`config.mk`:
```
export PLATFORM = sky130hd
export DESIGN_NAME = serial_paralelo_flat
export DESIGN_NICKNAME = d
export VERILOG_FILES = /design/src/rtl/sp_pkg.sv /design/src/rtl/serial_paralelo_if.sv /design/src/rtl/serial_paralelo_shift.sv /design/src/rtl/serial_paralelo.sv /design/src/flat_wrapper.sv
export SDC_FILE = /design/constraint.sdc
export NUM_CORES = 1
export LEC_CHECK = 0
export BUFFER_PORTS_ARGS = -buffer_cell sky130_fd_sc_hd__buf_2
export CAP_MARGIN = 25
export CORE_MARGIN = 2
export CORE_UTILIZATION = 50
export CTS_CLUSTER_SIZE = 24
export DETAILED_ROUTE_END_ITERATION = 8
export HOLD_SLACK_MARGIN = 0.05
export PLACE_DENSITY = 0.79
export SLEW_MARGIN = 20
export SYNTH_ARGS = -nofsm -noshare
export SYNTH_HDL_FRONTEND = slang
export SYNTH_SLANG_ARGS = --single-unit
```
`constraint.sdc`:
```
create_clock -name clk -period 2.3 [get_ports clk]
set_input_delay 0.575 -clock clk [delete_from_list [all_inputs] [get_ports clk]]
set_output_delay 0.575 -clock clk [all_outputs]
set_load 0.03 [all_outputs]
```
`src/rtl/sp_pkg.sv`:
```
// Shared definitions for the serial_paralelo converter: FSM state encoding
// and default link parameters.
package sp_pkg;

  typedef enum logic [1:0] {
    SEARCH = 2'd0,
    SYNC   = 2'd1,
    ACTIVE = 2'd2
  } sp_state_t;

  localparam int unsigned SP_WIDTH_DEF      = 8;
  localparam logic [7:0]  SP_COM_DEF        = 8'hBC;
  localparam int unsigned SP_SYNC_COUNT_DEF = 4;

endpackage

```
`src/rtl/serial_paralelo_if.sv`:
```
// Handshake bundle between the serial source, the converter and the parallel
// datapath. Optional toggle_count present only with SP_TOGGLE_COUNT_EN.
interface serial_paralelo_if #(
  parameter int unsigned WIDTH = 8
) ();

  logic             data_in;
  logic             valid_in;
  logic [WIDTH-1:0] data_out;
  logic             valid_out;
  logic             active;
`ifdef SP_TOGGLE_COUNT_EN
  logic [15:0]      toggle_count;

  modport master (
    output data_in, valid_in,
    input  data_out, valid_out, active, toggle_count
  );

  modport slave (
    input  data_in, valid_in,
    output data_out, valid_out, active, toggle_count
  );
`else
  modport master (
    output data_in, valid_in,
    input  data_out, valid_out, active
  );

  modport slave (
    input  data_in, valid_in,
    output data_out, valid_out, active
  );
`endif

endinterface

```
`src/rtl/serial_paralelo_shift.sv`:
```
// Serial shift register with byte-position counter. o_window is the value the
// register will hold after the current bit is shifted in; o_byte_done flags
// the bit that completes a byte. i_align restarts byte framing.
module serial_paralelo_shift #(
  parameter int unsigned WIDTH = 8
) (
  input  logic             clk,
  input  logic             rst,
  input  logic             i_valid,
  input  logic             i_bit,
  input  logic             i_align,
  output logic [WIDTH-1:0] o_window,
  output logic             o_byte_done
);

  localparam int unsigned CW = (WIDTH > 1) ? $clog2(WIDTH) : 1;

  logic [WIDTH-1:0] r_shift;
  logic [CW-1:0]    r_bit_cnt;
  logic             w_last_bit;

  assign w_last_bit  = (r_bit_cnt == CW'(WIDTH - 1));
  assign o_window    = {r_shift[WIDTH-2:0], i_bit};
  assign o_byte_done = i_valid && !i_align && w_last_bit;

  // Shift one bit per qualified cycle and track position within the byte.
  always_ff @(posedge clk or posedge rst) begin
    if (rst) begin
      r_shift   <= '0;
      r_bit_cnt <= '0;
    end else if (i_valid) begin
      r_shift <= o_window;
      if (i_align || w_last_bit) begin
        r_bit_cnt <= '0;
      end else begin
        r_bit_cnt <= r_bit_cnt + 1'b1;
      end
    end
  end

endmodule

```
`src/rtl/serial_paralelo.sv`:
```
// Serial-to-parallel converter: locks on COM, needs SYNC_COUNT consecutive
// COM bytes to go ACTIVE, then strobes out every non-COM byte.
// Optional feature macro: SP_TOGGLE_COUNT_EN (adds toggle_count output).
module serial_paralelo
  import sp_pkg::*;
#(
  parameter int unsigned      WIDTH      = SP_WIDTH_DEF,
  parameter logic [WIDTH-1:0] COM        = WIDTH'(SP_COM_DEF),
  parameter int unsigned      SYNC_COUNT = SP_SYNC_COUNT_DEF
) (
  input logic              clk,
  input logic              rst,
  serial_paralelo_if.slave sp
);

  localparam int unsigned CCW = $clog2(SYNC_COUNT + 1);

  sp_state_t        r_state;
  logic [CCW-1:0]   r_com_cnt;
  logic [WIDTH-1:0] r_data_out;
  logic             r_valid_out;
  logic             r_active;

  logic [WIDTH-1:0] w_window;
  logic             w_byte_done;
  logic             w_align;
  logic             w_is_com;
  logic             w_emit;

  assign w_is_com = (w_window == COM);
  assign w_align  = (r_state == SEARCH) && sp.valid_in && w_is_com;
  assign w_emit   = (r_state == ACTIVE) && w_byte_done && !w_is_com;

  serial_paralelo_shift #(
    .WIDTH (WIDTH)
  ) u_shift (
    .clk         (clk),
    .rst         (rst),
    .i_valid     (sp.valid_in),
    .i_bit       (sp.data_in),
    .i_align     (w_align),
    .o_window    (w_window),
    .o_byte_done (w_byte_done)
  );

  // Link FSM with registered data/strobe/active outputs.
  always_ff @(posedge clk or posedge rst) begin
    if (rst) begin
      r_state     <= SEARCH;
      r_com_cnt   <= '0;
      r_data_out  <= '0;
      r_valid_out <= 1'b0;
      r_active    <= 1'b0;
    end else begin
      r_valid_out <= 1'b0;
      if (sp.valid_in) begin
        case (r_state)
          SEARCH: begin
            if (w_is_com) begin
              r_com_cnt <= CCW'(1);
              if (SYNC_COUNT <= 1) begin
                r_state  <= ACTIVE;
                r_active <= 1'b1;
              end else begin
                r_state <= SYNC;
              end
            end
          end
          SYNC: begin
            if (w_byte_done) begin
              if (w_is_com) begin
                if (r_com_cnt >= CCW'(SYNC_COUNT - 1)) begin
                  r_com_cnt <= CCW'(SYNC_COUNT);
                  r_state   <= ACTIVE;
                  r_active  <= 1'b1;
                end else begin
                  r_com_cnt <= r_com_cnt + 1'b1;
                end
              end else begin
                r_com_cnt <= '0;
                r_state   <= SEARCH;
              end
            end
          end
          ACTIVE: begin
            if (w_emit) begin
              r_data_out  <= w_window;
              r_valid_out <= 1'b1;
            end
          end
          default: begin
            r_state <= SEARCH;
          end
        endcase
      end
    end
  end

  assign sp.data_out  = r_data_out;
  assign sp.valid_out = r_valid_out;
  assign sp.active    = r_active;

`ifdef SP_TOGGLE_COUNT_EN
  localparam int unsigned TW = $clog2(WIDTH + 1);

  logic [15:0]   r_toggle_count;
  logic [TW-1:0] w_toggles;
  logic [16:0]   w_toggle_sum;

  // Number of data_out bits that flip when the new byte is loaded.
  always_comb begin
    w_toggles = '0;
    for (int unsigned i = 0; i < WIDTH; i++) begin
      w_toggles = w_toggles + TW'(r_data_out[i] ^ w_window[i]);
    end
  end

  assign w_toggle_sum = {1'b0, r_toggle_count} + 17'(w_toggles);

  // Saturating accumulation of output switching activity.
  always_ff @(posedge clk or posedge rst) begin
    if (rst) begin
      r_toggle_count <= '0;
    end else if (sp.valid_in && w_emit) begin
      r_toggle_count <= w_toggle_sum[16] ? 16'hFFFF : w_toggle_sum[15:0];
    end
  end

  assign sp.toggle_count = r_toggle_count;
`endif

endmodule

```
`src/flat_wrapper.sv`:
```
// flat-port wrapper written by rule: the top's interface ports become plain ports
module serial_paralelo_flat import sp_pkg::*;
#(
  parameter int unsigned      WIDTH      = SP_WIDTH_DEF,
  parameter logic [WIDTH-1:0] COM        = WIDTH'(SP_COM_DEF),
  parameter int unsigned      SYNC_COUNT = SP_SYNC_COUNT_DEF
)
  (clk, rst, sp_data_in, sp_valid_in, sp_data_out, sp_valid_out, sp_active);
  serial_paralelo_if #(.WIDTH(WIDTH)) sp_i ();
  input logic clk;
  input logic rst;
  input wire logic [$bits(sp_i.data_in)-1:0] sp_data_in;
  input wire logic [$bits(sp_i.valid_in)-1:0] sp_valid_in;
  output wire logic [$bits(sp_i.data_out)-1:0] sp_data_out;
  output wire logic [$bits(sp_i.valid_out)-1:0] sp_valid_out;
  output wire logic [$bits(sp_i.active)-1:0] sp_active;
  assign sp_i.data_in = sp_data_in;
  assign sp_i.valid_in = sp_valid_in;
  assign sp_data_out = sp_i.data_out;
  assign sp_valid_out = sp_i.valid_out;
  assign sp_active = sp_i.active;
  serial_paralelo #(.WIDTH(WIDTH), .COM(COM), .SYNC_COUNT(SYNC_COUNT)) u_core (.clk(clk), .rst(rst), .sp(sp_i));
endmodule
```
==> metrics.yaml, run 1 <==
placement:
  placed_cell_area_mm2: 0.001206
  dpl.hpwl_um: 1304
  io_buffers: 13
  gp_congestion: 0.8060
setup_path:
  start_kind: "flop"
  required_ns: 2.51
  critical_path_class: "flop to flop"
  cp.arrival_ns: 2.15
  path_depth: 5
  rr_startpoint: "u_core.u_shift.r_bit_cnt[0]$_DFFE_PP0P_"
  max_stage_delay_ns: 0.50
  crit_top_cell: "ha_1"
  critPathCaptureType: "flop"
  crit_path_max_fanout: 6
  cp_cell_sequence: "ha_1 -> ha_1 -> o21ai_0 -> nor4_1 -> or2_2"
  r2r_end: "u_core.sp.active$_DFFE_PP0P_"
  rrSetupSlack_ns: 0.36
  rr_worst_depth: 5
  crit_family: "compound AO/OA/AOI/OAI gates"
  cp_slowest_cell: "o21ai_0"
  cp.buffers_inverters: 0
logic_synthesis:
  ys_warn_count: 0
  yosysTopAreaCellShare_pct: 56.18
  synth_area_leaders: "dfrtp_1 56%, mux2_4 11%, mux2_2 7.1%"
  synth_commonest_cells: "25 x dfrtp_1, 8 x mux2_4, 7 x mux2_2, 7 x o21ai_0"
  postSynthAreaPerCell_um2: 13.75
  synth_cell_types: 26
  synth_largest_area_cell: "dfrtp_1"
  synth-edff-count: 0
  netlist_area_mm2: 0.001114
  synthCells: 81
  ys_seq_area_share_pct: 56.18
  ys.flop_type: "dfrtp_1"
  synth_async_sr_flop_share_pct: 100.0
  yosysMostFrequentCell: "dfrtp_1"
  synth-seq-cells: 25
  syn_nets: 89
detailed_routing:
  dr.pass1.iters: 2
  viasPerCell: 5.576
  drt_iter0_markers: 5
  drc_errors: 0
  antenna_left: 0
  wl_per_cell_um: 14.76
  vias: 697
  wl_um: 1845
power:
  cellPowerDensity_mw_per_mm2: 712.3
  ir_worst_vdd_v: 0.0004054
  leakage_nw: 0.6070
  finalPower_w: 0.0008779
cts:
  cts_sinks: 25
  numCtsBuffers: 3
  hold_buffers: 0
  cts_root_buf: "clkbuf_4"
  h-tree-depth: 1
  cts_tree: "yes"
  clk_pin_slew_ns: 0.13
  post_cts_resized: 0
  insertion_delay_ns: 0.31
  clk_path_buf_depth: 2
  cts_setup_buffers: 0
die:
  die_x_um: 51.19
  start_util_pct: 51.83
  die_area_mm2: 0.002620
  ios: 14
  rows: 17
  die_h_um: 51.19
  core_area_mm2: 0.002148
timing:
  tightest_slew_ns: 0.5846
  slew_violations: 0
  fin_setup_tns_ns: 0
  fin_crit_sh_pct: 84.50
  period_needed_ns: 1.944
  setup_viol: 0
  skew_ns: 0.002567
  grt_setup_unrepaired: "false"
  finalHoldViolations: 0
  max_freq_mhz: 514.5
  relSlewSlack_pct: 60.62
flow_run:
  maxCapViolations: 0
grt:
  grt_first_pass_wirelength_um: 3305
  grt.overflow.total: 0
  antenna_found_initial: 0
  grt_max_degree: 26
  grt_pass1_vias: 732
  grt_usage_pct: 17.04
final_layout:
  area_growth_pct: 10.67
  nNetsFinal: 106
  antennaDiodeCount: 0
  design_area_mm2: 0.001232
  drive_gt1_share_pct: 37.11
min_path:
  hold_path_class: "input port to async pin"
run_status:
  outcome: "finished, final reports clean"
## stage by stage
step	hold WS, ns	cells	worst slack, ns	util (%)
finish	0.2849	125	0.3564	57.37
global route	0.2981	125	0.2586	57.37
CTS	0.2957	125	0.3699	57.37
detailed placement	0.4476	121	0.3099	56.14
global placement	0.4499	121	0.3791	56.14
floorplan	0.4673	81	0.6566	-
## cells in the final DEF, fill, tap and decap left out, drive strengths merged, types with 2 or more instances in the layout
| cell type | count |
|---|---|
| clkbuf | 4 |
| mux2 | 15 |
| buf | 14 |
| a32o | 2 |
| ha | 4 |
| nor2 | 3 |
| or3 | 2 |
| nand2 | 3 |
| inv | 4 |
| o41ai | 2 |
| dfrtp | 25 |
| o21ai | 7 |
## kinds of logic after synthesis
| group | after synthesis | share of synthesized area [%] |
|---|---|---|
| buf+inv | 6 | 2.696 |
| simple gates | 16 | 8.541 |
| mux | 15 | 17.87 |
| fa+ha+maj | 4 | 4.495 |
| flops | 25 | 56.18 |
| compound gates | 15 | 10.23 |
## worst max-delay path by stage
stage                                            start                                end  slack [ns]
2_1_floorplan  u_core.u_shift.r_bit_cnt[0]$_DFFE_PP0P_       u_core.sp.active$_DFFE_PP0P_        0.66
3_3_place_gp                                sp_data_in  u_core.sp.data_out[5]$_DFFE_PP0P_        0.38
3_5_place_dp                                sp_data_in  u_core.sp.data_out[5]$_DFFE_PP0P_        0.31
4_1_cts        u_core.u_shift.r_bit_cnt[0]$_DFFE_PP0P_       u_core.sp.active$_DFFE_PP0P_        0.37
5_1_grt        u_core.u_shift.r_bit_cnt[0]$_DFFE_PP0P_       u_core.sp.active$_DFFE_PP0P_        0.26
6_report       u_core.u_shift.r_bit_cnt[0]$_DFFE_PP0P_       u_core.sp.active$_DFFE_PP0P_        0.36
## per-layer routing
metal | track usage [%] | part of all wire [%]
met4 | 8.559 | 1.5
met2 | 27.49 | 47
met3 | 2.924 | 2.7
met5 | 0 | 0
met1 | 22.03 | 49
## report_power, final
group          internal (W)  switching (W)
clock network     0.0000677       0.000122
registers          0.000497      0.0000558
logic             0.0000732      0.0000616
## sequential cells by signal, summed over array words and instances (netlist names)
| name | cells |
|---|---|
| u_core.u_shift.r_bit_cnt | 3 |
| u_core.sp.valid_out | 1 |
| u_core.sp.data_out | 8 |
| u_core.sp.active | 1 |
| u_core.r_com_cnt | 3 |
| u_core.u_shift.r_shift | 7 |
| u_core.r_state | 2 |
## area by class of cell
class	count	area, µm²
Fill cell	184	915.9
Sequential cell	25	625.6
Multi-Input combinational cell	50	457.9
Timing Repair Buffer	14	72.57
Tap cell	28	35.03
Clock buffer	4	26.28
Inverter	4	15.01
## tightest hold or removal path, delay by kind of cell
kind / cells / cell delay, ns
buf+inv: 3 / 0.43
Power figures use the tool's default switching activity.
==> inputs of run 2 (changes only) <==
- clock period: 2.3 -> 1.9 ns (I/O delays scaled with it)
==> run 2 against run 1 <==
Effect of this change: sequential power up 21%; fmax up 7.0%; largest power group unchanged; global-route usage down 0.50 points; sequential share of layout area down 1.3 points; largest cell class unchanged; via count up 0.86%; core utilization up 1.5 points; die area unchanged; total power up 22%; critical path depth unchanged; critical path type unchanged.
==> metrics.yaml, run 2 (synthesized netlist as in run 1, its figures left out) <==
run_status:
  outcome: "finished, final reports clean"  # unchanged
final_layout:
  largest_reg_flops: 8  # unchanged
  layout_commonest_cell: "dfrtp_1"  # unchanged
  drive_gt1_share_pct: 41.58  # was 37.11%
  final_core_util_pct: 58.88  # was 57.37%
  final_cell_mix: "25 x dfrtp_1, 13 x buf_2, 8 x mux2_4, 7 x o21ai_0, 7 x mux2_2"  # unchanged
  area_growth_pct: 13.60  # was 10.67%
  nNetsFinal: 110  # was 106
  antennaDiodeCount: 0  # unchanged
die:
  die_h_um: 51.19  # unchanged
  die_x_um: 51.19  # unchanged
  start_util_pct: 51.83  # unchanged
  ios: 14  # unchanged
  die_area_mm2: 0.002620  # unchanged
  core_area_mm2: 0.002148  # unchanged
  rows: 17  # unchanged
setup_path:
  rr_worst_depth: 5  # unchanged
  critPathCaptureType: "flop"  # unchanged
  crit_path_max_fanout: 4  # was 6
  start_kind: "flop"  # unchanged
  cp.arrival_ns: 2.01  # was 2.15 ns
  critical_path_class: "flop to flop"  # unchanged
  required_ns: 2.10  # was 2.51 ns
cts:
  clk_pin_slew_ns: 0.14  # was 0.13 ns
  clk_path_buf_depth: 2  # unchanged
  cts_setup_buffers: 0  # unchanged
  cts_sinks: 25  # unchanged
  cts_root_buf: "clkbuf_4"  # unchanged
  h-tree-depth: 1  # unchanged
  cts_tree: "yes"  # unchanged
  numCtsBuffers: 3  # unchanged
  insertion_delay_ns: 0.31  # about the same
power:
  cellPowerDensity_mw_per_mm2: 844.9  # was 712.3 mW/mm²
  finalPower_w: 0.001069  # was 0.0008779 W
  ir_worst_vdd_v: 0.0006385  # was 0.0004054 V
  leakage_nw: 0.6284  # was 0.6070 nW
detailed_routing:
  drc_errors: 0  # unchanged
  wl_um: 1843  # was 1845 µm
  wl_per_cell_um: 14.29  # was 14.76 µm
  viasPerCell: 5.450  # was 5.576
  dr.pass1.iters: 3  # was 2
  vias: 703  # was 697
  antenna_left: 0  # unchanged
  drt_iter0_markers: 7  # was 5
grt:
  grt.overflow.total: 0  # unchanged
  grt_usage_pct: 16.54  # was 17.04%
  antenna_found_initial: 0  # unchanged
  grt_first_pass_wirelength_um: 3236  # was 3305 µm
  grt_max_degree: 26  # unchanged
  grt_pass1_vias: 731  # was 732
placement:
  dpl.hpwl_um: 1404  # was 1304 µm
  gp_congestion: 0.7182  # was 0.8060
  io_buffers: 13  # unchanged
timing:
  max_freq_mhz: 550.6  # was 514.5 MHz
  finalHoldViolations: 0  # unchanged
  skew_ns: 0.009280  # was 0.002567 ns
  tightest_slew_ns: 0.4874  # was 0.5846 ns
  period_needed_ns: 1.816  # was 1.944 ns
  grt_setup_unrepaired: "false"  # unchanged
  fin_crit_sh_pct: 95.60  # was 84.50%
  fin_setup_tns_ns: 0  # unchanged
  relSlewSlack_pct: 67.31  # was 60.62%
  setup_viol: 0  # unchanged
  slew_violations: 0  # unchanged
flow_run:
  maxCapViolations: 0  # unchanged
min_path:
  hold_path_class: "input port to async pin"  # unchanged
## run 2: cell count changes in the layout (fill, tap and decap cells not counted)
| cell | previous run | this run |
|---|---|---|
| clkbuf_1 | 1 | 0 |
| clkinv_2 | 0 | 1 |
| buf_4 | 1 | 5 |
| and4_2 | 0 | 1 |
| and4_1 | 1 | 0 |
## run 2: power breakdown
group,total (W),internal [W],switching (W)
Sequential,0.000667,0.000602,0.0000653
Clock,0.000229,0.0000786,0.000151
Combinational,0.000173,0.0000968,0.0000758
Total,0.00107,0.000777,0.000292
## run 2: layout make-up
class	instances	area, µm²
well taps	28	35.03
repair buffers	18	102.6
fillers	164	883.3
multi-input cells	50	459.2
flip-flops and latches	25	625.6
clock inverters	1	5.005
inverters	4	15.01
clock buffers	3	22.52
## run 2: per-stage QoR
stage,worst slack [ns],cells,cell area (µm²),hold slack (ns)
after global routing,0.01533,129,1265,0.1988
after CTS,0.01451,129,1264,0.1808
after floorplan,0.2566,81,1114,0.4673
after detailed placement,0.03808,125,1236,0.4696
final,0.08368,129,1265,0.1828
after global placement,0.06051,125,1236,0.4486
## run 2: worst max-delay path: stages, from the launching register on
cell,delay [ns]
dfrtp_1,0.44
ha_1,0.22
ha_1,0.21
a211oi_1,0.44
nor2_1,0.12
o41ai_1,0.29
## run 2: repair_timing
item	CTS	global route
resized for setup	0	1
endpoints found under the setup margin	0	8
hold buffers	0	0
## run 2: path summary, 6_finish.rpt
path / from / end / slack [ns]
max: u_core.r_com_cnt[0]$_DFFE_PP0P_ / u_core.r_com_cnt[0]$_DFFE_PP0P_ / 0.08
min: rst / u_core.sp.data_out[7]$_DFFE_PP0P_ / 0.18
max reg2reg: u_core.r_com_cnt[0]$_DFFE_PP0P_ / u_core.r_com_cnt[0]$_DFFE_PP0P_ / 0.08
min reg2reg: u_core.sp.active$_DFFE_PP0P_ / u_core.sp.active$_DFFE_PP0P_ / 0.50
max in group asynchronous: rst / u_core.r_com_cnt[0]$_DFFE_PP0P_ / 1.48
min in group clk: sp_data_in / u_core.sp.data_out[0]$_DFFE_PP0P_ / 0.42
## run 2: layer usage
layer / up-vias / share of wire, % / global-route usage [%]
met5: - / 0 / 0
met3: 2 / 2.7 / 2.632
li1: 338 / - / -
met4: 0 / 0.65 / 6.757
met1: 352 / 47 / 20.31
met2: 11 / 49 / 28.79
==> inputs of run 3 (changes only) <==
- RECOVER_POWER: default -> 25
==> run 3 against run 2 <==
Effect of this change: combinational power barely moved; via count did not move; flip-flop and latch count is the same; count of clock-buffer cells in the layout unchanged; critical path depth unchanged; fmax unchanged; cell area decreased by 0.30%; die area unchanged; critical endpoint unchanged; highest routed layer unchanged.
==> metrics.yaml, run 3 (synthesized netlist as in run 1, its figures left out) <==
cts:
  clk_path_buf_depth: 2  # unchanged
  cts_tree: "yes"  # unchanged
  numCtsBuffers: 3  # unchanged
  hold_buffers: 0  # unchanged
  cts_root_buf: "clkbuf_4"  # unchanged
  h-tree-depth: 1  # unchanged
  clk_pin_slew_ns: 0.12  # was 0.14 ns
  post_cts_resized: 0  # unchanged
  cts_setup_buffers: 0  # unchanged
  insertion_delay_ns: 0.31  # about the same
  cts_sinks: 25  # unchanged
grt:
  antenna_found_initial: 0  # unchanged
  grt_pass1_vias: 731  # unchanged
  grt_first_pass_wirelength_um: 3236  # unchanged
  grt.overflow.total: 0  # unchanged
  grt_max_degree: 26  # unchanged
  grt_usage_pct: 16.54  # unchanged
final_layout:
  final_cell_mix: "25 x dfrtp_1, 13 x buf_2, 8 x mux2_4, 7 x o21ai_0, 7 x mux2_2"  # unchanged
  antennaDiodeCount: 0  # unchanged
  drive_gt1_share_pct: 40.59  # was 41.58%
  largest_reg_flops: 8  # unchanged
  area_growth_pct: 13.26  # was 13.60%
  final_core_util_pct: 58.71  # was 58.88%
  layout_commonest_cell: "dfrtp_1"  # unchanged
  nNetsFinal: 110  # unchanged
  stdcell_count: 129  # unchanged
run_status:
  outcome: "finished, final reports clean"  # unchanged
die:
  rows: 17  # unchanged
  start_util_pct: 51.83  # unchanged
  ios: 14  # unchanged
  die_h_um: 51.19  # unchanged
  die_x_um: 51.19  # unchanged
  core_area_mm2: 0.002148  # unchanged
  die_area_mm2: 0.002620  # unchanged
timing:
  grt_setup_unrepaired: "false"  # unchanged
  setup_ws_ns: 0.08368  # unchanged
  relSlewSlack_pct: 13.71  # was 67.31%
  max_freq_mhz: 550.6  # unchanged
  fin_setup_tns_ns: 0  # unchanged
  setup_viol: 0  # unchanged
  fin_crit_sh_pct: 95.60  # unchanged
  finalHoldViolations: 0  # unchanged
  tightest_slew_ns: 1.294  # was 0.4874 ns
  skew_ns: 0.009280  # unchanged
  period_needed_ns: 1.816  # unchanged
  slew_violations: 0  # unchanged
setup_path:
  cp.arrival_ns: 2.01  # about the same
  rrSetupSlack_ns: 0.08  # about the same
  crit_end: "u_core.r_com_cnt[0]$_DFFE_PP0P_"  # unchanged
  required_ns: 2.10  # about the same
  start_kind: "flop"  # unchanged
  worstSetupStartpoint: "u_core.r_com_cnt[0]$_DFFE_PP0P_"  # unchanged
  critPathCaptureType: "flop"  # unchanged
  crit_path_max_fanout: 4  # unchanged
  r2r_end: "u_core.r_com_cnt[0]$_DFFE_PP0P_"  # unchanged
  rr_startpoint: "u_core.r_com_cnt[0]$_DFFE_PP0P_"  # unchanged
  rr_worst_depth: 5  # unchanged
  critical_path_class: "flop to flop"  # unchanged
detailed_routing:
  drc_errors: 0  # unchanged
  dr.pass1.iters: 3  # unchanged
  wl_um: 1840  # was 1843 µm
  drt_iter0_markers: 7  # unchanged
  wl_per_cell_um: 14.26  # was 14.29 µm
  vias: 703  # unchanged
  viasPerCell: 5.450  # unchanged
  antenna_left: 0  # unchanged
placement:
  io_buffers: 13  # unchanged
  place_inst: 125  # unchanged
  dp_slack_ns: 0.03808  # unchanged
  gp_congestion: 0.7182  # unchanged
  dpl.hpwl_um: 1404  # unchanged
power:
  leakage_nw: 0.6247  # was 0.6284 nW
  finalPower_w: 0.001068  # was 0.001069 W
  ir_worst_vdd_v: 0.0006384  # was 0.0006385 V
  cellPowerDensity_mw_per_mm2: 846.6  # was 844.9 mW/mm²
flow_run:
  maxCapViolations: 0  # unchanged
min_path:
  whs_path_depth: 2
  hold_path_class: "input port to flop"  # was input port to async pin
[run 3: cell count changes in the layout (fill, tap and decap cells not counted)]
| cell | change |
|---|---|
| buf_4 | -1 |
| clkbuf_1 | +1 |
[run 3: cell type report]
type	instances	area [µm²]
multi-input combinational	50	459.2
clock buffer	3	22.52
tap	28	35.03
inverter	4	15.01
sequential	25	625.6
fill	166	887.1
timing repair buffer	18	98.84
clock inverter	1	5.005
[run 3: critical path, cell delays in order, from the launching register on]
cell,delay [ns]
dfrtp_1,0.44
ha_1,0.22
ha_1,0.21
a211oi_1,0.44
nor2_1,0.12
o41ai_1,0.29
[run 3: stage by stage]
stage | hold WS (ns) | instance area [µm²]
6_report | 0.4199 | 1261
5_1_grt | 0.4071 | 1261
4_1_cts | 0.1808 | 1264
3_5_place_dp | 0.4696 | 1236
3_3_place_gp | 0.4486 | 1236
2_1_floorplan | 0.4673 | 1114
[run 3: where the power goes]
part           switching [W]  total [W]  internal (W)
Clock               0.000151   0.000229     0.0000786
Combinational      0.0000758   0.000172     0.0000958
Sequential         0.0000653   0.000667      0.000602
[run 3: metal layers]
metal | vias to the layer above | routed length, µm | GRT usage (%)
li1 | 338 | - | -
met1 | 352 | 866 | 20.31
met2 | 11 | 910 | 28.79
met3 | 2 | 50 | 2.632
met4 | 0 | 12 | 6.757
met5 | - | 0 | 0
[run 3: worst min-delay path by stage]
stage,endpoint,start
5_1_grt,u_core.sp.data_out[0]$_DFFE_PP0P_,sp_data_in
3_5_place_dp,u_core.sp.active$_DFFE_PP0P_,u_core.sp.active$_DFFE_PP0P_
2_1_floorplan,u_core.u_shift.r_bit_cnt[1]$_DFFE_PP0P_,u_core.u_shift.r_bit_cnt[1]$_DFFE_PP0P_
3_3_place_gp,u_core.sp.active$_DFFE_PP0P_,u_core.sp.active$_DFFE_PP0P_
4_1_cts,u_core.sp.data_out[7]$_DFFE_PP0P_,rst
6_report,u_core.sp.data_out[0]$_DFFE_PP0P_,sp_data_in
